File: src/rtl/pi_read_shifter.sv
// pi_read_shifter
// Captures the byte selected by the register-select mux and serialises it to
// the Raspberry Pi. The Pi drives the latch (r_le) and shift clock (r_clk)
// pins. Both pins are asynchronous to clk, so they are synchronised here and
// turned into single-cycle rising-edge pulses before the FSM acts on them.
//
// Timing from a Pi pin edge:
//   - SYNC_STAGES clks through the synchroniser
//   - one more clk for the registered edge pulse
//   - one more clk for the FSM/r_dout update
// The Pi therefore has to hold each r_clk level for at least SYNC_STAGES+2
// clks. SYNC_STAGES is meant to be in the range 2..4.
//
// Bit order: LSB_FIRST=0 shifts bit 7 out first; LSB_FIRST=1 shifts bit 0
// out first.
module pi_read_shifter #(
  parameter int SYNC_STAGES = 2,
  parameter bit LSB_FIRST   = 1'b0
) (
  input  logic       clk,
  input  logic       reset,
  input  logic [7:0] par_in,
  input  logic       r_le,
  input  logic       r_clk,
  output logic       r_dout,
  output logic       busy,
  output logic       done,
  output logic       overrun,
  output logic [3:0] bits_left
);

  typedef enum logic [1:0] {
    IDLE  = 2'd0,
    SHIFT = 2'd1,
    DONE  = 2'd2
  } state_t;

  state_t state;
  state_t state_next;

  logic [SYNC_STAGES-1:0] le_sync;
  logic [SYNC_STAGES-1:0] clk_sync;
  logic                   le_hist;
  logic                   clk_hist;
  logic                   le_rise;
  logic                   clk_rise;

  logic [7:0] sreg;
  logic [7:0] sreg_next;
  logic [7:0] shifted;
  logic [3:0] bits_next;
  logic       dout_next;
  logic       overrun_next;

  // Selects the bit that sits at the output end of a byte.
  function automatic logic out_bit(input logic [7:0] v);
    if (LSB_FIRST) begin
      return v[0];
    end
    return v[7];
  endfunction

  // Pin synchronisers.
  // The edge pulses are registered, which gives the fixed SYNC_STAGES+1
  // pin-to-pulse latency. Only rising edges produce a pulse, so falling edges
  // of both pins are ignored.
  always_ff @(posedge clk) begin
    if (reset) begin
      le_sync  <= '0;
      clk_sync <= '0;
      le_hist  <= 1'b0;
      clk_hist <= 1'b0;
      le_rise  <= 1'b0;
      clk_rise <= 1'b0;
    end else begin
      le_sync  <= {le_sync[SYNC_STAGES-2:0], r_le};
      clk_sync <= {clk_sync[SYNC_STAGES-2:0], r_clk};
      le_hist  <= le_sync[SYNC_STAGES-1];
      clk_hist <= clk_sync[SYNC_STAGES-1];
      le_rise  <= le_sync[SYNC_STAGES-1] & ~le_hist;
      clk_rise <= clk_sync[SYNC_STAGES-1] & ~clk_hist;
    end
  end

  // Shift register contents after one step toward the output end, zero-filled.
  always_comb begin
    if (LSB_FIRST) begin
      shifted = {1'b0, sreg[7:1]};
    end else begin
      shifted = {sreg[6:0], 1'b0};
    end
  end

  // Next-state and datapath decode.
  // A load always takes priority over a simultaneous shift edge, and in that
  // case the shift edge is simply dropped. The r_dout register is given the
  // output bit of the value sreg is about to hold, so the first bit is
  // visible in the cycle right after the load.
  always_comb begin
    state_next   = state;
    sreg_next    = sreg;
    bits_next    = bits_left;
    dout_next    = r_dout;
    overrun_next = overrun;

    unique case (state)
      IDLE, DONE: begin
        state_next = IDLE;
        dout_next  = 1'b0;
        bits_next  = 4'd0;
        if (le_rise) begin
          sreg_next    = par_in;
          bits_next    = 4'd8;
          dout_next    = out_bit(par_in);
          overrun_next = 1'b0;
          state_next   = SHIFT;
        end else if (clk_rise) begin
          overrun_next = 1'b1;
        end
      end

      SHIFT: begin
        if (le_rise) begin
          sreg_next = par_in;
          bits_next = 4'd8;
          dout_next = out_bit(par_in);
        end else if (clk_rise) begin
          sreg_next = shifted;
          bits_next = bits_left - 4'd1;
          if (bits_left == 4'd1) begin
            state_next = DONE;
            dout_next  = 1'b0;
          end else begin
            dout_next = out_bit(shifted);
          end
        end
      end

      default: begin
        state_next = IDLE;
        dout_next  = 1'b0;
        bits_next  = 4'd0;
      end
    endcase
  end

  // State and datapath registers.
  always_ff @(posedge clk) begin
    if (reset) begin
      state     <= IDLE;
      sreg      <= 8'd0;
      bits_left <= 4'd0;
      r_dout    <= 1'b0;
      overrun   <= 1'b0;
    end else begin
      state     <= state_next;
      sreg      <= sreg_next;
      bits_left <= bits_next;
      r_dout    <= dout_next;
      overrun   <= overrun_next;
    end
  end

  // Status decode.
  // DONE lasts exactly one cycle, so decoding done from the state register
  // gives the single-cycle pulse.
  assign busy = (state == SHIFT);
  assign done = (state == DONE);

endmodule
File: config.mk
export PLATFORM = sky130hd
export DESIGN_NAME = pi_read_shifter
export DESIGN_NICKNAME = d
export VERILOG_FILES = /design/src/rtl/pi_read_shifter.sv
export SDC_FILE = /design/constraint.sdc
export NUM_CORES = 1
export LEC_CHECK = 0
export CAP_MARGIN = 0
export CORE_MARGIN = 1
export CORE_UTILIZATION = 45
export CTS_CLUSTER_DIAMETER = 120
export DETAILED_ROUTE_END_ITERATION = 6
export DONT_BUFFER_PORTS = 1
export PLACE_DENSITY = 0.61
export SYNTH_ARGS = -nofsm -noshare
export SYNTH_HDL_FRONTEND = slang
export SYNTH_SLANG_ARGS = --single-unit
File: constraint.sdc
create_clock -name clk -period 1.55 [get_ports clk]
set_clock_uncertainty 0.15 [all_clocks]
set_input_delay 0.31 -clock clk [delete_from_list [all_inputs] [get_ports clk]]
set_output_delay 0.31 -clock clk [all_outputs]
set_load 0.03 [all_outputs]
; After elaboration in Yosys (flattened, before gate mapping)
; Cells that the tools add are included.
[totals]
inputBits = 12
regBits = 23
output_inout_bits = 8
wordCells = 51
[op_classes]
reduce_logical = 7
n_addsub = 1
eq_ne = 8
bitwise_logic = 4
mux = 20
[ops]
columns = cell, count
row1 = $mux W7, 3
row2 = $pmux W7 S2, 1
row3 = $mux W4, 3
row4 = $pmux W4 S2, 1
row5 = $mux W1, 7
row6 = $mux W2, 3
row7 = $reduce_and A3 Y1, 2
row8 = $eq A4 B1 Y1 const B, 1
row9 = $ne A2 B1 Y1 const B, 2
row10 = $ne A2 B2 Y1 const B, 2
row11 = $pmux W2 S2, 1
row12 = $reduce_bool A2 Y1, 2
row13 = $sub A4 B1 Y4 const B, 1
row14 = $ne A3 B1 Y1 const B, 1
row15 = $and A1 B1 Y1, 2
row16 = $eq A2 B1 Y1 const B, 1
row17 = $eq A2 B2 Y1 const B, 1
row18 = $logic_not A2 Y1, 1
row19 = $not A1 Y1, 2
row20 = $pmux W1 S2, 1
row21 = $reduce_and A2 Y1, 1
row22 = $reduce_or A2 Y1, 1

; Depth between registers and ports, before layout
[logic_depth]
word_depth = 5
mapped_depth = 5
depth_no_buf = 5

; Least setup slack after synthesis
; Ideal clock, no wire load.
[synth_path]
path_kind = reg-to-output
start = register state[0]
end = output busy
setup_slack_ns = -0.160
t_required_ns = 1.090
stages_incl_launch_ff = 5
arrival_time_ns = 1.250
n_path_buf = 2
cell_sequence = dfxtp_1 > buf_2 > clkbuf_1 > inv_1 > nor2_1
[synth_via]
elab_chain_len = 1
[synth_rtl]
columns = element, line_no
row1 = "start, declared", 38  ; state_t state;
row2 = "start signal, assigned", 156  ; state <= state_next;
row3 = $eq A2 B1 Y1, 167  ; assign busy = (state == SHIFT);
row4 = "end, declared", 26  ; output logic busy,
; Every way passes these cells.

; Worst setup path after layout
[layout_path]
start = register state[1]
end = output done
[layout_via]
elab_chain_len = 1
[layout_rtl]
columns = element, line_no
row1 = $eq A2 B2 Y1, 168  ; assign done = (state == DONE);
row2 = "end, declared", 27  ; output logic done,
; Every way passes these cells.

==> flow_metrics.tcl <==
set metrics [dict create \
    ys_types 32 \
    io_pins 20 \
    dr_total_vias 820 \
    gp_congestion 0.744 \
    synth.most_common_cell "dfxtp_1" \
    syn_nets 116 \
    critPathMaxFanout 4 \
    power_uw 985 \
    avgViaCountPerCell 5.69 \
    slew_violations 0 \
    status "finished with violations" \
    drc_errors 0 \
    cts.clk_slew.worst_paths_ps 130 \
    dp_hpwl_um 1390 \
    slew_headroom_pct 71.3 \
    start_util_pct 47.6 \
    area_growth_syn_to_layout_pct 17.6 \
    hp-class "input pin to flop" \
    drive_above_1_share_pct 31.0 \
    p_leak_nw 0.454 \
    violations "setup timing" \
    h-tree-depth 1 \
    synth_edf_count 0 \
    start_kind "flop" \
    nFillCells 186 \
    max-cap-violations 0 \
    ys_ff_latch 23 \
    cts_num_sinks 23 \
    cts_root_buf "clkbuf_4" \
    clkLatencyLatePin_ps 320 \
    finalSetupViolCount 1 \
    cts_tree "built" \
    dr.first_iter.drc_count 26 \
    finalCritPeriodShare_pct 100 \
    hold_viol 0 \
    synth_top_cell_by_area "dfxtp_1" \
    wire_per_inst_um 14.2 \
    pwr_density_cell_mw_per_mm2 803 \
    yosysWarnings 0 \
    crit_type "flop to output port" \
    wl_um 2040 \
    detail-route-antenna-nets 0 \
    yosysSeqAreaShare_pct 44.1 \
    first_global_vias 773 \
    final_net_count 131 \
    fin_ws_ps -2.95 \
    avgSynthCellArea_um2 10.2 \
    post-place-ws_ps -8.95 \
    tightest_slew_ps 431 \
    ys.flop_type "dfxtp_1" \
    fmax_mhz 644 \
    grt.total_usage_pct 17.6 \
    postSynthCellCount 102 \
    place_inst 133 \
    antenna_found_initial 0 \
    cts_buffer_depth 2 \
    synth_common_cells "23 x dfxtp_1, 9 x nor2_1, 9 x nor2b_1" \
    grt_overflow 0 \
    cp_data_arrival_time_ps 1090 \
    firstDrtPassIters 4 \
    synth_top_area_share_pct 44.1 \
    rows 17 \
    dieArea_mm2 0.00252 \
    fin_crit_ps 1550 \
    cts_inserted_buffers 3 \
    worstPathRequired_ps 1090 \
    vdd_ir_drop_max_uv 524 \
    die-width_um 50.2 \
    grt_max_degree 16 \
    core_area_mm2 0.00219 \
    die_h_um 50.2 \
    netlist_area_mm2 0.00104 \
    cp-end-kind "output port" \
    async_flop_share_pct 0 \
    rsz0062_at_grt "yes" \
    diodes 0 \
    portBuffers 0 \
    final_cell_count_no_fill 144 \
    setup_tns_ps -2.95 \
    grt_pass1_wl_um 3380 \
    yosys-top-cells-area "dfxtp_1 44%, o221a_2 6.5%, nor2b_1 5.4%, o22a_1 5.0%, o31a_1 5.0%" \
]
==> final cells by class <==
cell class	count	area, µm²	area share, %
sequential	23	467	38.0
timing repair buffer	18	154	12.5
inverter	5	18.8	1.53
clock inverter	1	5.00	0.408
tap	28	35.0	2.85
multi-input combinational	66	526	42.8
clock buffer	3	22.5	1.83
==> kinds of logic after synthesis <==
family          Yosys count  synth area share, %
buf+inv                  13                 6.60
flops                    23                 44.1
fa+ha+maj                 2                 2.40
compound gates           35                 30.1
simple gates             27                 15.1
xor+xnor                  2                 1.68
==> registers in the layout (all words and copies together) (netlist names) <==
signal,count
bits_left,4
le_rise,1
clk_hist,1
r_dout,1
clk_sync,2
overrun,1
le_hist,1
state,2
clk_rise,1
le_sync,2
sreg,7
==> final timing paths <==
check | startpoint | cells after the start | slack, ps | end
worst min-delay path | reset | 2 | 40 | state[0]$_SDFFE_PP0P_
worst max register to register | state[0]$_SDFFE_PP0P_ | 4 | 50 | bits_left[3]$_SDFFE_PP0P_
worst min register to register | clk_hist$_SDFF_PP0_ | 1 | 250 | clk_rise$_SDFF_PP0_
worst max-delay path | state[1]$_SDFFE_PP0P_ | 3 | -3 | done
==> metal layers <==
metal | track usage (%) | vias to the layer above | share of wire, %
met5 | 0 | - | 0
met2 | 29.3 | 22 | 45
li1 | - | 403 | -
met1 | 21.2 | 393 | 48
met3 | 6.67 | 2 | 6.7
met4 | 4.29 | 0 | 0.59
==> cell usage in the layout (no fill, tap or decap), types with 2 or more instances in the layout <==
master | netlist | final
ha_1 | 2 | 2
o31a_1 | 6 | 6
a21oi_1 | 6 | 5
buf_4 | 0 | 13
o21ai_0 | 2 | 2
o221a_2 | 6 | 6
inv_1 | 5 | 4
dfxtp_2 | 0 | 2
clkbuf_4 | 0 | 3
nor2b_1 | 9 | 9
nand2_1 | 2 | 2
dlygate4sd3_1 | 0 | 3
dfxtp_1 | 23 | 20
nor2_1 | 9 | 8
o22a_1 | 6 | 6
==> stage by stage <==
step | util (%) | hold WS (ps) | area [µm²]
after global placement | 51.1 | 225 | 1120
after CTS | 55.9 | 34.2 | 1220
final | 56.0 | 39.1 | 1230
after floorplan | - | 217 | 1050
after global routing | 56.0 | 42.2 | 1230
after detailed placement | 51.1 | 235 | 1120
==> worst max-delay path, cell delays in order (launching register included) <==
cell     delay (ps)
dfxtp_2         380
buf_6           110
nor2b_1         120
buf_4           160
==> power breakdown <==
part / switching (mW) / internal [mW] / leakage (nW)
Clock: 0.185 / 0.0966 / 0.0177
Sequential: 0.0125 / 0.607 / 0.189
Combinational: 0.0392 / 0.0444 / 0.247
Total: 0.237 / 0.748 / 0.454
==> timing repair <==
item | CTS | global route
hold endpoints to repair | 8 | 0
resized for setup | 8 | 1
buffers inserted | 4 | 0
pin swaps | 1 | 0
hold buffers | 3 | 0
setup endpoints to repair | 10 | 8
Power figures use the tool's default switching activity.
